<file path="src/rtl/display_request_scheduler.sv">
// Captures rising edges on eight request lines into a sticky pending register
// and shows one granted index at a time on a 7-segment digit for DWELL cycles.
module display_request_scheduler #(
  parameter int unsigned DWELL = 4
) (
  input  logic       clk,
  input  logic       rst,
  input  logic       ena,
  input  logic [7:0] req,
  input  logic       mode,
  output logic [7:0] pending,
  output logic       grant_valid,
  output logic [2:0] grant_idx,
  output logic       done,
  output logic [6:0] segments,
  output logic       no_data
);

  generate
    if (DWELL < 1 || DWELL > 255) begin : g_bad_dwell
      $error("display_request_scheduler: DWELL must be in 1..255");
    end
  endgenerate

  localparam logic [7:0] DWELL_M1 = 8'(DWELL - 1);

  typedef enum logic {IDLE, GRANT} state_t;

  state_t     state;
  logic [7:0] req_q;
  logic       armed;
  logic [2:0] ptr;
  logic [7:0] cnt;

  logic [7:0] rise;
  logic [7:0] clear;
  logic [2:0] fixed_idx;
  logic [2:0] rr_idx;
  logic       rr_found;
  logic [2:0] winner;
  logic       start;

  function automatic logic [6:0] seg7(input logic [2:0] d);
    case (d)
      3'd0:    seg7 = 7'h3F;
      3'd1:    seg7 = 7'h06;
      3'd2:    seg7 = 7'h5B;
      3'd3:    seg7 = 7'h4F;
      3'd4:    seg7 = 7'h66;
      3'd5:    seg7 = 7'h6D;
      3'd6:    seg7 = 7'h7D;
      default: seg7 = 7'h07;
    endcase
  endfunction

  // Ascending scan: the last (highest) set index overwrites earlier ones.
  always_comb begin
    fixed_idx = 3'd0;
    for (int i = 0; i < 8; i++) begin
      if (pending[i]) fixed_idx = 3'(i);
    end
  end

  // Round-robin scan starts at ptr and descends, wrapping 0 -> 7.
  always_comb begin
    rr_idx   = ptr;
    rr_found = 1'b0;
    for (int i = 0; i < 8; i++) begin
      if (!rr_found && pending[3'(ptr - 3'(i))]) begin
        rr_idx   = 3'(ptr - 3'(i));
        rr_found = 1'b1;
      end
    end
  end

  // armed is low only until the first edge after reset, so a req held high
  // across reset release is absorbed into req_q instead of posting a request.
  always_comb begin
    winner = mode ? rr_idx : fixed_idx;
    start  = (state == IDLE) && ena && (pending != 8'd0);
    clear  = start ? (8'b1 << winner) : 8'd0;
    rise   = armed ? (req & ~req_q) : 8'd0;
  end

  always_ff @(posedge clk or posedge rst) begin
    if (rst) begin
      state       <= IDLE;
      req_q       <= 8'd0;
      armed       <= 1'b0;
      pending     <= 8'd0;
      ptr         <= 3'd7;
      cnt         <= 8'd0;
      grant_valid <= 1'b0;
      grant_idx   <= 3'd0;
      done        <= 1'b0;
      segments    <= 7'h40;
      no_data     <= 1'b1;
    end else begin
      req_q   <= req;
      armed   <= 1'b1;
      pending <= (pending & ~clear) | rise;
      case (state)
        IDLE: begin
          if (start) begin
            state       <= GRANT;
            grant_valid <= 1'b1;
            grant_idx   <= winner;
            cnt         <= DWELL_M1;
            done        <= (DWELL == 1);
            segments    <= seg7(winner);
            no_data     <= 1'b0;
            ptr         <= winner - 3'd1;
          end
        end
        GRANT: begin
          if (cnt == 8'd0) begin
            state       <= IDLE;
            grant_valid <= 1'b0;
            grant_idx   <= 3'd0;
            done        <= 1'b0;
            segments    <= 7'h40;
            no_data     <= 1'b1;
          end else begin
            cnt  <= cnt - 8'd1;
            done <= (cnt == 8'd1);
          end
        end
        default: state <= IDLE;
      endcase
    end
  end

endmodule

</file>
<file path="config.mk">
export PLATFORM = sky130hd
export DESIGN_NAME = display_request_scheduler
export DESIGN_NICKNAME = d
export VERILOG_FILES = /design/src/rtl/display_request_scheduler.sv
export SDC_FILE = /design/constraint.sdc
export NUM_CORES = 1
export LEC_CHECK = 0
export ABC_AREA = 1
export CORE_MARGIN = 4
export CORE_UTILIZATION = 56
export CTS_CLUSTER_DIAMETER = 150
export DETAILED_ROUTE_END_ITERATION = 8
export PLACE_DENSITY = 0.9
export SYNTH_ARGS = -nofsm -noshare
export SYNTH_HDL_FRONTEND = slang
export SYNTH_SLANG_ARGS = --single-unit
</file>
<file path="constraint.sdc">
create_clock -name clk -period 4.2 [get_ports clk]
set_input_delay 0.84 -clock clk [delete_from_list [all_inputs] [get_ports clk]]
set_output_delay 0.84 -clock clk [all_outputs]
set_load 0.05 [all_outputs]
</file>
; ---- Yosys cells after proc, flatten, opt, wreduce, memory -nomap -nowiden
; Index checks and enable logic that the tools add are counted.
[word_totals]
output_inout_bits = 21
elab_cells = 128
ff_bits = 42
[op_classes]
n_eq_ne = 10
bitwise_logic = 6
n_lt_le_gt_ge = 8
n_reduce_logical = 22
n_mux = 61
n_shift = 1
addsub = 9
[ops]
columns = operator, count
row1 = 7-bit one-hot mux with 7 select lines, 1
row2 = 3-bit 2-to-1 mux, 15
row3 = 3-bit by 4-bit less-than comparator with 1-bit output (second input constant), 8
row4 = 8-bit 2-to-1 mux, 4
row5 = 1-bit binary-select mux with 3-bit select, 8
row6 = 1-bit 2-to-1 mux, 23
row7 = 8-bit AND, 2
row8 = 8-bit NOT, 2
row9 = 8-bit one-hot mux with 2 select lines, 1
row10 = 7-bit 2-to-1 mux, 2
row11 = 7-bit one-hot mux with 2 select lines, 1
row12 = 3-bit subtractor (second input constant), 4
row13 = 3-bit == test (second input constant), 3
row14 = 1-bit logical AND, 9
row15 = 8-bit by 1-bit == test with 1-bit output (second input constant), 1
row16 = 8-bit logical NOT, 1
row17 = 8-bit OR, 1
row18 = 1-bit one-hot mux with 2 select lines, 4
row19 = 8-bit nonzero test, 1
row20 = 1-bit by 3-bit << shifter with 8-bit output (first input constant), 1
row21 = 8-bit by 1-bit subtractor with 8-bit output (second input constant), 1
row22 = 1-bit logical NOT, 7
row23 = 3-bit by 2-bit == test with 1-bit output (second input constant), 2
row24 = 3-bit one-hot mux with 2 select lines, 1
row25 = other kinds (9), 14

; ---- Longest topological paths before layout
; Gate-level depths: netlist of the first run.
[depth]
depth_word = 30
mapped_depth = 27
ltp_nobuf = 25

; ---- Worst setup path after synthesis of the first run
; Ideal clock, no wire load.
[synth_path]
path_kind = register to register
from = register ptr[0]
to = register segments[1]
slack_ns = 0.879
path_buffers = 2
arrival_ns = 3.196
setup_ns = 0.125
stages_incl_launch_ff = 24
synth_period_minus_slack_ns = 3.321
cell_sequence = dfstp_2 -> buf_6 -> inv_4 -> buf_12 -> ha_1 -> inv_1 -> nand3_1 -> nand3_1 -> nand2_1 -> nor2_1 -> nand3_1 -> o211ai_1 -> o21ai_0 -> nand2_1 -> o211ai_1 -> o21ai_0 -> o21ai_0 -> nand2_1 -> inv_1 -> ha_1 -> o211ai_1 -> nand3_2 -> nand2_1 -> nand3_1
[synth_via]
elab_chain_len = 29
[synth_lines]
columns = element, line_no
row1 = start: declaration, 32  ; logic [2:0] ptr;
row2 = start signal: assignment, 112  ; ptr <= winner - 3'd1;
row3 = branches (longest 23 deep; another with 3-bit by 1-bit subtractor with 3-bit output), -
row4 = 3-bit 2-to-1 mux (*), 69  ; if (!rr_found && pending[3'(ptr - 3'(i))]) begin
row5 = 3-bit 2-to-1 mux (*), 79  ; winner = mode ? rr_idx : fixed_idx;
row6 = 3-bit == test (tied with other cells), 44  ; case (d)
row7 = 7-bit one-hot mux with 7 select lines (*), 44
row8 = 7-bit 2-to-1 mux (*), 104  ; if (start) begin
row9 = 7-bit one-hot mux with 2 select lines (*), 102  ; case (state)
row10 = end signal: assignment, 110  ; segments <= seg7(winner);
row11 = end: declaration, 15  ; output logic [6:0] segments,
; Mark *: on every way between the ends. The select of a mux whose other input is x is not followed.
; A chain may end at the register's enable or synchronous reset.

; ---- Worst setup path in the final report of the first run
[layout_path]
from = register ptr[0]
to = register segments[2]
; Same word-level chain as after synthesis.

==> results of run 1 <==
==> registers in the layout, indices dropped and copies added (netlist names) <==
name	cells
armed	1
state	1
ptr	3
done	1
grant_idx	3
pending	8
segments	7
no_data	1
req_q	8
cnt	8
grant_valid	1
==> worst reg2reg max path, cell delays in order (launching register included) <==
cell      delay [ns]
dfstp_2         0.66
inv_4           0.13
ha_1            0.40
inv_1           0.18
nand3_1         0.14
nand3_1         0.11
nand2_1         0.11
nor2_2          0.20
nand3_1         0.18
o21ai_0         0.21
nand2_1         0.07
o211ai_1        0.07
o21ai_0         0.10
o21ai_0         0.16
nand2_1         0.16
inv_1           0.12
ha_1            0.20
inv_1           0.11
nor2_1          0.15
nand4_1         0.14
nand2_1         0.09
nand2_1         0.06
==> per-layer routing <==
layer  vias to the layer above  wire (um)  GRT usage [%]  share of wire [%]
met1                      1166       2590           28.8                 39
met4                         0        189           10.1                2.9
met3                        19        285           2.78                4.3
li1                       1224          -              -                  -
met5                         -          0              0                  0
met2                        84       3510           43.4                 53
==> logic make-up (layout without fill, tap and decap cells) <==
logic type | count (synthesis) | after routing | share of synthesized area [%]
flip-flops | 42 | 42 | 39.2
other | 1 | 1 | 0.139
AO/OA/AOI/OAI | 46 | 46 | 10.1
AND/OR/NAND/NOR | 205 | 205 | 36.3
XOR/XNOR | 5 | 5 | 1.90
buffers and inverters | 46 | 81 | 7.71
adder cells (fa/ha/maj) | 10 | 10 | 4.64
==> path summary, 6_finish.rpt <==
| path | start | end | slack [ns] |
|---|---|---|---|
| max | ptr[0] | segments[2] | 0.38 |
| min | segments[3] | segments[3] | 0.49 |
| max reg2reg | ptr[0] | segments[2] | 0.38 |
| min reg2reg | segments[3] | segments[3] | 0.49 |
| max in group asynchronous | rst | no_data | 2.84 |
| min in group asynchronous | rst | req_q[0] | 0.99 |
==> cell type report <==
cell class / instances / area (um^2) / area share (%)
clock buffers: 6 / 82.6 / 2.63
clock inverters: 2 / 12.5 / 0.399
inverters: 39 / 149 / 4.75
multi-input cells: 267 / 1430 / 45.7
flip-flops and latches: 42 / 1060 / 33.7
well taps: 52 / 65.1 / 2.08
repair buffers: 34 / 335 / 10.7
==> metrics by stage <==
step	cell area (um^2)	utilization (%)	setup WS [ns]	hold WS (ns)	cells
2_1_floorplan	2700	-	0.879	0.457	355
3_3_place_gp	3040	67.4	0.520	0.467	434
3_5_place_dp	3040	67.4	0.397	0.466	434
4_1_cts	3130	69.5	0.373	0.487	442
5_1_grt	3130	69.6	0.0352	0.519	442
6_report	3130	69.6	0.384	0.485	442
==> cell usage in the layout (no fill, tap or decap), types with 2 or more instances in the layout <==
cell,instances
inv_2,2
nand2_2,14
a21oi_1,10
nand2_4,6
nor3_1,2
nand3_2,4
xnor2_1,2
ha_1,10
nand4_1,4
nand2_1,84
buf_4,2
o211ai_1,6
clkbuf_8,6
clkdlybuf4s50_1,32
nor2_2,2
o21ai_0,19
o21bai_1,2
nor2_1,35
o21ai_1,3
inv_1,35
xor2_1,2
dfrtp_1,37
nand3_1,51
dfstp_2,5
==> impl_metrics.json, run 1 <==
{
  "hold_viol_final": 0,
  "period_share_pct": 90.8,
  "core-area_um2": 4500,
  "grtUsageTotal_pct": 24.0,
  "cts.clk_slew.worst_paths_ns": 0.08,
  "drc": 0,
  "synth_area_um2": 2700,
  "dp_hpwl_mm": 4.99,
  "syn2layout_area_growth_pct": 16.3,
  "drt_iter0_drc": 213,
  "yosysSeqAreaShare_pct": 39.2,
  "drv_slew": 0,
  "cts_sinks": 42,
  "hold_path_depth": 2,
  "cts_tree": "yes",
  "synth_area_leaders": "dfrtp_1 34%, nand2_1 12%, nand3_1 9.5%, nor2_1 5.0%, dfstp_2 4.9%",
  "routed_wl_mm": 6.58,
  "fill_cells": 365,
  "num_rows": 24,
  "cts.htree.levels": 2,
  "drive_gt1_share_pct": 12.3,
  "max_freq_mhz": 262,
  "ant_nets": 0,
  "crit_path_end_kind": "register",
  "numCtsBuffers": 5,
  "avgSynthCellArea_um2": 7.59,
  "critPathBufInv": 4,
  "cp.depth": 21,
  "drtPass1Iterations": 5,
  "cpLargestDelayFamily": "simple AND/OR/NAND/NOR gates",
  "min_period_ns": 3.82,
  "yosysUniqueCellTypes": 39,
  "cp.arrival_ns": 4.01,
  "io_pins": 33,
  "yosysTopAreaCell": "dfrtp_1",
  "synth.ff_latch_count": 42,
  "cp_slowest_cell": "dfstp_2",
  "cpPeakStageDelay_ns": 0.66,
  "cts-root-buf": "clkbuf_8",
  "cts.path.max_buffers": 2,
  "die_w_um": 77.4,
  "maxCapViolCount": 0,
  "die-area_um2": 5990,
  "syn_nets": 377,
  "num_antenna_cells": 0,
  "antenna_found_initial": 0,
  "syn_inst": 355,
  "grt_max_degree": 43,
  "critPathKind": "reg2reg",
  "grt-ovfl-total": 0,
  "hp-class": "reg2reg",
  "final_nets": 411,
  "cts_resized": 0,
  "synth_top_area_share_pct": 34.4,
  "async_flop_share_pct": 100,
  "synth_warnings": 0,
  "post_cts_buffers": 0,
  "setup_viol": 0,
  "via_per_inst": 5.64,
  "status": "finished clean",
  "grt_pass1_vias": 2554,
  "holdBufCountCts": 0,
  "maxSlewHeadroom_pct": 65.3,
  "worstSkewPairLatency_ns": 0.29,
  "globalplace.congestion": 0.945,
  "start_util_pct": 59.8,
  "cp_max_fo": 11,
  "worst_pin_slew_ns": 0.519,
  "worstPathCellList": "inv_4, ha_1, inv_1, nand3_1, nand3_1, nand2_1, nor2_2, nand3_1, o21ai_0, nand2_1, o211ai_1, o21ai_0, o21ai_0, nand2_1, inv_1, ha_1, inv_1, nor2_1, nand4_1, nand2_1, nand2_1",
  "synth_edf_count": 0,
  "clock_skew_ns": 0.00636,
  "io_buffers": 32,
  "vias": 2493,
  "synth_commonest_cells": "84 x nand2_1, 51 x nand3_1, 37 x dfrtp_1",
  "tns_ns": 0,
  "synth_ff_type": "dfrtp_1",
  "crit_required_ns": 4.39,
  "die_h_um": 77.4,
  "rsz0062_at_grt": "false",
  "ff2ff_path_depth": 21,
  "cp-start-kind": "register",
  "synth_most_common_cell": "nand2_1",
  "grt_pass1_wl_mm": 11.7,
  "wl_per_cell_um": 14.9,
  "cp_common_cell": "nand2_1"
}
Power of run 1 is not shown: default switching activity piles up to over one toggle a cycle in this logic, so the estimate is an artifact.
==> run 2: changes to the inputs <==
--- a/config.mk
+++ b/config.mk
@@ -7,4 +7,5 @@
 export LEC_CHECK = 0
 export ABC_AREA = 1
+export CORE_ASPECT_RATIO = 0.9
 export CORE_MARGIN = 4
 export CORE_UTILIZATION = 56
==> constraint.sdc (replaced) <==
create_clock -name clk -period 4.2 [get_ports clk]
set_input_delay 1.26 -clock clk [delete_from_list [all_inputs] [get_ports clk]]
set_output_delay 1.26 -clock clk [all_outputs]
set_load 0.05 [all_outputs]
==> run 2 against run 1 <==
Against the previous run:
- register-to-register slack improved by 0.04 ns
- wire length fell by 6.1%
- global-route usage fell by 1.1 points
- critical path depth stayed put
- worst setup slack improved by 0.045 ns
- final area up 0.80%
- sequential share of layout area is 0.27 points lower
- sequential cell count did not move
- critical path type unchanged
- critical endpoint unchanged
==> impl_metrics.json, run 2 (same netlist as run 1, synthesis figures left out) <==
{
  "cts-root-buf": "clkbuf_8",
  "worst_pin_slew_ns": 0.690,
  "hold_path_depth": 2,
  "final_nets": 411,
  "cts_tree": "yes",
  "antenna_found_initial": 0,
  "tns_ns": 0,
  "grt-ovfl-total": 0,
  "min_period_ns": 3.77,
  "cts_resized": 0,
  "routed_wl_mm": 6.18,
  "drc": 0,
  "via_per_inst": 5.40,
  "hp-class": "reg2reg",
  "status": "finished clean",
  "num_rows": 23,
  "maxSlewHeadroom_pct": 53.8,
  "cp.arrival_ns": 3.97,
  "numCtsBuffers": 5,
  "globalplace.congestion": 0.895,
  "grt_pass1_vias": 2308,
  "die-area_um2": 5990,
  "crit_path_end_kind": "register",
  "maxCapViolCount": 0,
  "drv_slew": 0,
  "wl_per_cell_um": 13.7,
  "die_w_um": 81.1,
  "hold_viol_final": 0,
  "die_h_um": 73.8,
  "period_share_pct": 89.8,
  "post_cts_buffers": 0,
  "holdBufCountCts": 0,
  "drtPass1Iterations": 4,
  "r2r-end": "segments[2]",
  "grtUsageTotal_pct": 22.9,
  "layout_common_cells": "84 x nand2_1, 51 x nand3_1, 37 x dfrtp_1, 36 x nor2_1, 35 x inv_1",
  "top_regs": "cnt: 8 flops, pending: 8 flops, req_q: 8 flops",
  "crit_required_ns": 4.40,
  "critPathBufInv": 4,
  "dp_hpwl_mm": 4.79,
  "ant_nets": 0,
  "cpLargestDelayFamily": "simple AND/OR/NAND/NOR gates",
  "drive_gt1_share_pct": 11.8,
  "num_antenna_cells": 0,
  "grt_max_degree": 36,
  "worstHoldStart": "segments[2]",
  "reg2reg_slack_ns": 0.43,
  "critPathKind": "reg2reg",
  "fill_cells": 367,
  "drt_iter0_drc": 167,
  "max_freq_mhz": 265,
  "ff2ff_path_depth": 21,
  "clock_skew_ns": 0.00855,
  "r2r-start": "ptr[0]",
  "grt_pass1_wl_mm": 10.6,
  "start_util_pct": 59.3,
  "syn2layout_area_growth_pct": 17.2,
  "cpPeakStageDelay_ns": 0.66,
  "core-area_um2": 4550,
  "cp-start-kind": "register",
  "worstPathCellList": "inv_4, ha_1, inv_1, nand3_1, nand3_1, nand2_1, nor2_1, nand3_1, o21ai_0, nand2_1, o211ai_1, o21ai_0, o21ai_0, nand2_1, inv_1, ha_1, inv_1, nor2_1, nand4_1, nand2_1, nand2_1",
  "cp_slowest_cell": "dfstp_2",
  "vias": 2443,
  "cts.path.max_buffers": 2,
  "cp_common_cell": "nand2_1",
  "io_pins": 33,
  "layout_commonest_cell": "nand2_1",
  "cts.htree.levels": 2,
  "min_to": "segments[2]",
  "rsz0062_at_grt": "false",
  "cts.clk_slew.worst_paths_ns": 0.08,
  "cts_sinks": 42,
  "hold_ws_ns": 0.485,
  "cp_max_fo": 11,
  "setup_viol": 0,
  "worstSkewPairLatency_ns": 0.30,
  "placedCellCount": 444,
  "instances_no_fill": 452,
  "io_buffers": 32
}
==> run 2: cell types whose count changed in the layout (fill, tap and decap cells not counted), sizes merged <==
| cell | before | now |
|---|---|---|
| bufinv | 0 | 1 |
| clkinv | 2 | 1 |
==> run 2: metrics by stage <==
stage	util, %	cell area (um^2)	worst slack [ns]
CTS	69.5	3160	0.449
detailed placement	67.1	3050	0.491
global placement	67.1	3050	0.666
finish	69.5	3160	0.429
global route	69.5	3160	0.0631
floorplan	-	2700	0.879
==> run 2: how the worst max path moves through the flow <==
stage,startpoint,end,slack [ns],cells past startpoint
6_report,ptr[0],segments[2],0.43,21
5_1_grt,ptr[0],pending[2],0.06,19
4_1_cts,ptr[0],segments[2],0.45,21
3_5_place_dp,ptr[0],segments[2],0.49,21
3_3_place_gp,ptr[0],segments[0],0.67,21
2_1_floorplan,ptr[0],segments[1],0.88,23
==> run 2: per-layer routing <==
| metal | track usage [%] | up-vias | share of wire [%] |
|---|---|---|---|
| met2 | 38.9 | 56 | 50 |
| met3 | 3.92 | 11 | 4.3 |
| li1 | - | 1222 | - |
| met1 | 29.5 | 1154 | 44 |
| met4 | 7.69 | 0 | 1.7 |
| met5 | 0 | - | 0 |
==> run 2: area by class of cell <==
cell class | instances | area (um^2) | area share (%)
Multi-Input combinational cell | 267 | 1430 | 45.3
Sequential cell | 42 | 1060 | 33.5
Timing Repair Buffer | 34 | 335 | 10.6
Inverter | 39 | 149 | 4.71
Tap cell | 62 | 77.6 | 2.46
Clock buffer | 6 | 72.6 | 2.30
Clock inverter | 2 | 37.5 | 1.19
==> run 2: worst reg2reg max path, stage by stage (launching register included) <==
cell	delay, ns
dfstp_2	0.66
inv_4	0.13
ha_1	0.39
inv_1	0.18
nand3_1	0.12
nand3_1	0.09
nand2_1	0.09
nor2_1	0.23
nand3_1	0.18
o21ai_0	0.19
nand2_1	0.07
o211ai_1	0.07
o21ai_0	0.10
o21ai_0	0.16
nand2_1	0.15
inv_1	0.11
ha_1	0.20
inv_1	0.10
nor2_1	0.14
nand4_1	0.16
nand2_1	0.10
nand2_1	0.05
Power of run 2 is left out for the same reason.
==> run 3: changes to the inputs <==
- CORE_UTILIZATION: 56 -> 50
- PLACE_DENSITY: 0.9 -> 0.86
- clock period: 4.2 -> 3.05 ns (I/O delays scaled with it)
==> run 3 against run 2 <==
Against the previous run:
- the run now ends with negative setup slack left
- first-iteration DRC count is 16% lower
- wire length is 18% higher
- via count is 9.2% higher
- critical path depth is 3 higher
- final cell count is 6.4% higher
- worst hold slack better by 0.0040 ns
- global-route usage is 1.2 points lower
- non-clock buffer count is 24 higher
- clock skew is 0.0038 ns lower
- sequential cell count stayed put
- final area is 14% higher
- die area is 11% higher
- critical path type unchanged
==> impl_metrics.json, run 3 (same netlist as run 1, synthesis figures left out) <==
{
  "fill_cells": 380,
  "drc": 0,
  "instances_no_fill": 481,
  "cp.depth": 24,
  "final_nets": 435,
  "cts-root-buf": "clkbuf_8",
  "cts.path.max_buffers": 2,
  "period_share_pct": 105,
  "clock_skew_ns": 0.00476,
  "globalplace.congestion": 0.955,
  "ant_nets": 0,
  "grt_pass1_wl_mm": 11.7,
  "cpLargestDelayFamily": "simple AND/OR/NAND/NOR gates",
  "die-area_um2": 6630,
  "maxCapViolCount": 0,
  "io_pins": 33,
  "r2r-start": "ptr[0]",
  "vias": 2667,
  "worst_slack_ns": -0.152,
  "cts.clk_slew.worst_paths_ns": 0.08,
  "dp_hpwl_mm": 5.14,
  "top_regs": "cnt: 8 flops, pending: 8 flops, req_q: 8 flops",
  "numCtsBuffers": 5,
  "wl_per_cell_um": 15.2,
  "setup_viol": 11,
  "r2r-end": "segments[3]",
  "status": "complete, but fails checks",
  "antenna_found_initial": 0,
  "hp-class": "reg2reg",
  "critPathKind": "reg2reg",
  "drt_iter0_drc": 140,
  "worst_pin_slew_ns": 0.657,
  "cp_common_cell": "nand2_2",
  "drtPass1Iterations": 5,
  "critPathLaunch": "ptr[0]",
  "cts.htree.levels": 2,
  "ff2ff_path_depth": 24,
  "num_rows": 25,
  "layout_common_cells": "76 x nand2_1, 38 x nand3_1, 37 x dfrtp_1, 35 x nor2_1, 32 x clkdlybuf4s50_1",
  "worstPathCellList": "inv_4, ha_4, inv_6, nand3_2, nand2_2, nand2_2, nand2_2, inv_2, nor3_4, nand2_2, nor2_4, nand2_2, nand4_1, a21oi_1, o21ai_1, nand2_2, inv_2, ha_4, nand3_2, nand2_2, inv_1, nand2_1, nand3_1, nand2_1",
  "cp_slowest_cell": "dfstp_2",
  "cp_max_fo": 6,
  "max_freq_mhz": 312,
  "grtUsageTotal_pct": 21.6,
  "worstSkewPairLatency_ns": 0.29,
  "grt-ovfl-total": 0,
  "die_h_um": 77.7,
  "num_antenna_cells": 0,
  "maxSlewHeadroom_pct": 56.0,
  "crit_path_end_kind": "register",
  "critPathBufInv": 5,
  "syn2layout_area_growth_pct": 33.9,
  "cpPeakStageDelay_ns": 0.57,
  "min_period_ns": 3.20,
  "grt_pass1_vias": 2561,
  "start_util_pct": 51.6,
  "hold_path_depth": 3,
  "violations": "negative setup slack",
  "cts_tree": "yes",
  "hold_viol_final": 0,
  "crit_required_ns": 3.29,
  "core-area_um2": 5220,
  "routed_wl_mm": 7.32,
  "cp-start-kind": "register",
  "placedCellCount": 464,
  "cp.arrival_ns": 3.44,
  "io_buffers": 32,
  "via_per_inst": 5.54,
  "hold_ws_ns": 0.490,
  "grt_max_degree": 43,
  "cts_sinks": 42,
  "drive_gt1_share_pct": 27.1,
  "die_w_um": 85.4,
  "layout_commonest_cell": "nand2_1",
  "drv_slew": 0,
  "reg2reg_slack_ns": -0.15,
  "cp-endpoint": "segments[3]",
  "rsz0062_at_grt": "true"
}
run 3: changes by cell type in the layout (fill, tap and decap cells not counted), sizes merged:
cell | previous run | this run
buf | 2 | 26
run 3: layer usage:
layer  up-vias  wire, um  global-route usage (%)
met2        98      3780                    37.2
met3        21       359                    3.93
met5         -         0                       0
met4         0       238                    7.75
met1      1269      2940                    27.1
li1       1279         -                       -
run 3: area by class of cell:
cell class	instances	area [um^2]	share of cell area, %
flip-flops and latches	42	1060	29.3
clock inverters	2	37.5	1.04
repair buffers	58	527	14.6
inverters	39	154	4.26
multi-input cells	267	1680	46.5
clock buffers	6	72.6	2.01
well taps	67	83.8	2.32
run 3: worst min path at each step:
stage                 startpoint           end
floorplan                 cnt[5]        cnt[5]
global placement     segments[5]   segments[5]
detailed placement  grant_idx[0]  grant_idx[0]
CTS                     req_q[4]    pending[4]
global route              cnt[5]        cnt[5]
finish                  req_q[4]    pending[4]
run 3: worst reg2reg max path, stage by stage, from the launching register on:
cell and delay [ns]:
dfstp_2 0.57, inv_4 0.05, ha_4 0.28, inv_6 0.11, nand3_2 0.08, nand2_2 0.08, nand2_2 0.05, nand2_2 0.08
inv_2 0.06, nor3_4 0.21, nand2_2 0.10, nor2_4 0.16, nand2_2 0.07, nand4_1 0.11, a21oi_1 0.07, o21ai_1 0.12
nand2_2 0.16, inv_2 0.15, ha_4 0.16, nand3_2 0.12, nand2_2 0.12, inv_1 0.04, nand2_1 0.04, nand3_1 0.06
nand2_1 0.07
run 3: what timing repair did:
| action | CTS | global route |
|---|---|---|
| setup buffers | 1 | 9 |
| setup endpoints to repair | 6 | 18 |
| gates resized for setup | 2 | 48 |
| pin swaps | 2 | 19 |
| hold buffers | 0 | 0 |
run 3: per-stage QoR:
step / utilization (%) / instance area [um^2] / setup WS, ns / TNS [ns]
2_1_floorplan: - / 2760 / -0.0283 / -0.0421
3_3_place_gp: 61.8 / 3230 / 0.0454 / 0
3_5_place_dp: 61.8 / 3230 / -0.0279 / -0.0368
4_1_cts: 64.1 / 3350 / -0.0248 / -0.0343
5_1_grt: 69.1 / 3610 / -0.373 / -4.55
6_report: 69.1 / 3610 / -0.152 / -1.13
Power of run 3 is left out for the same reason.
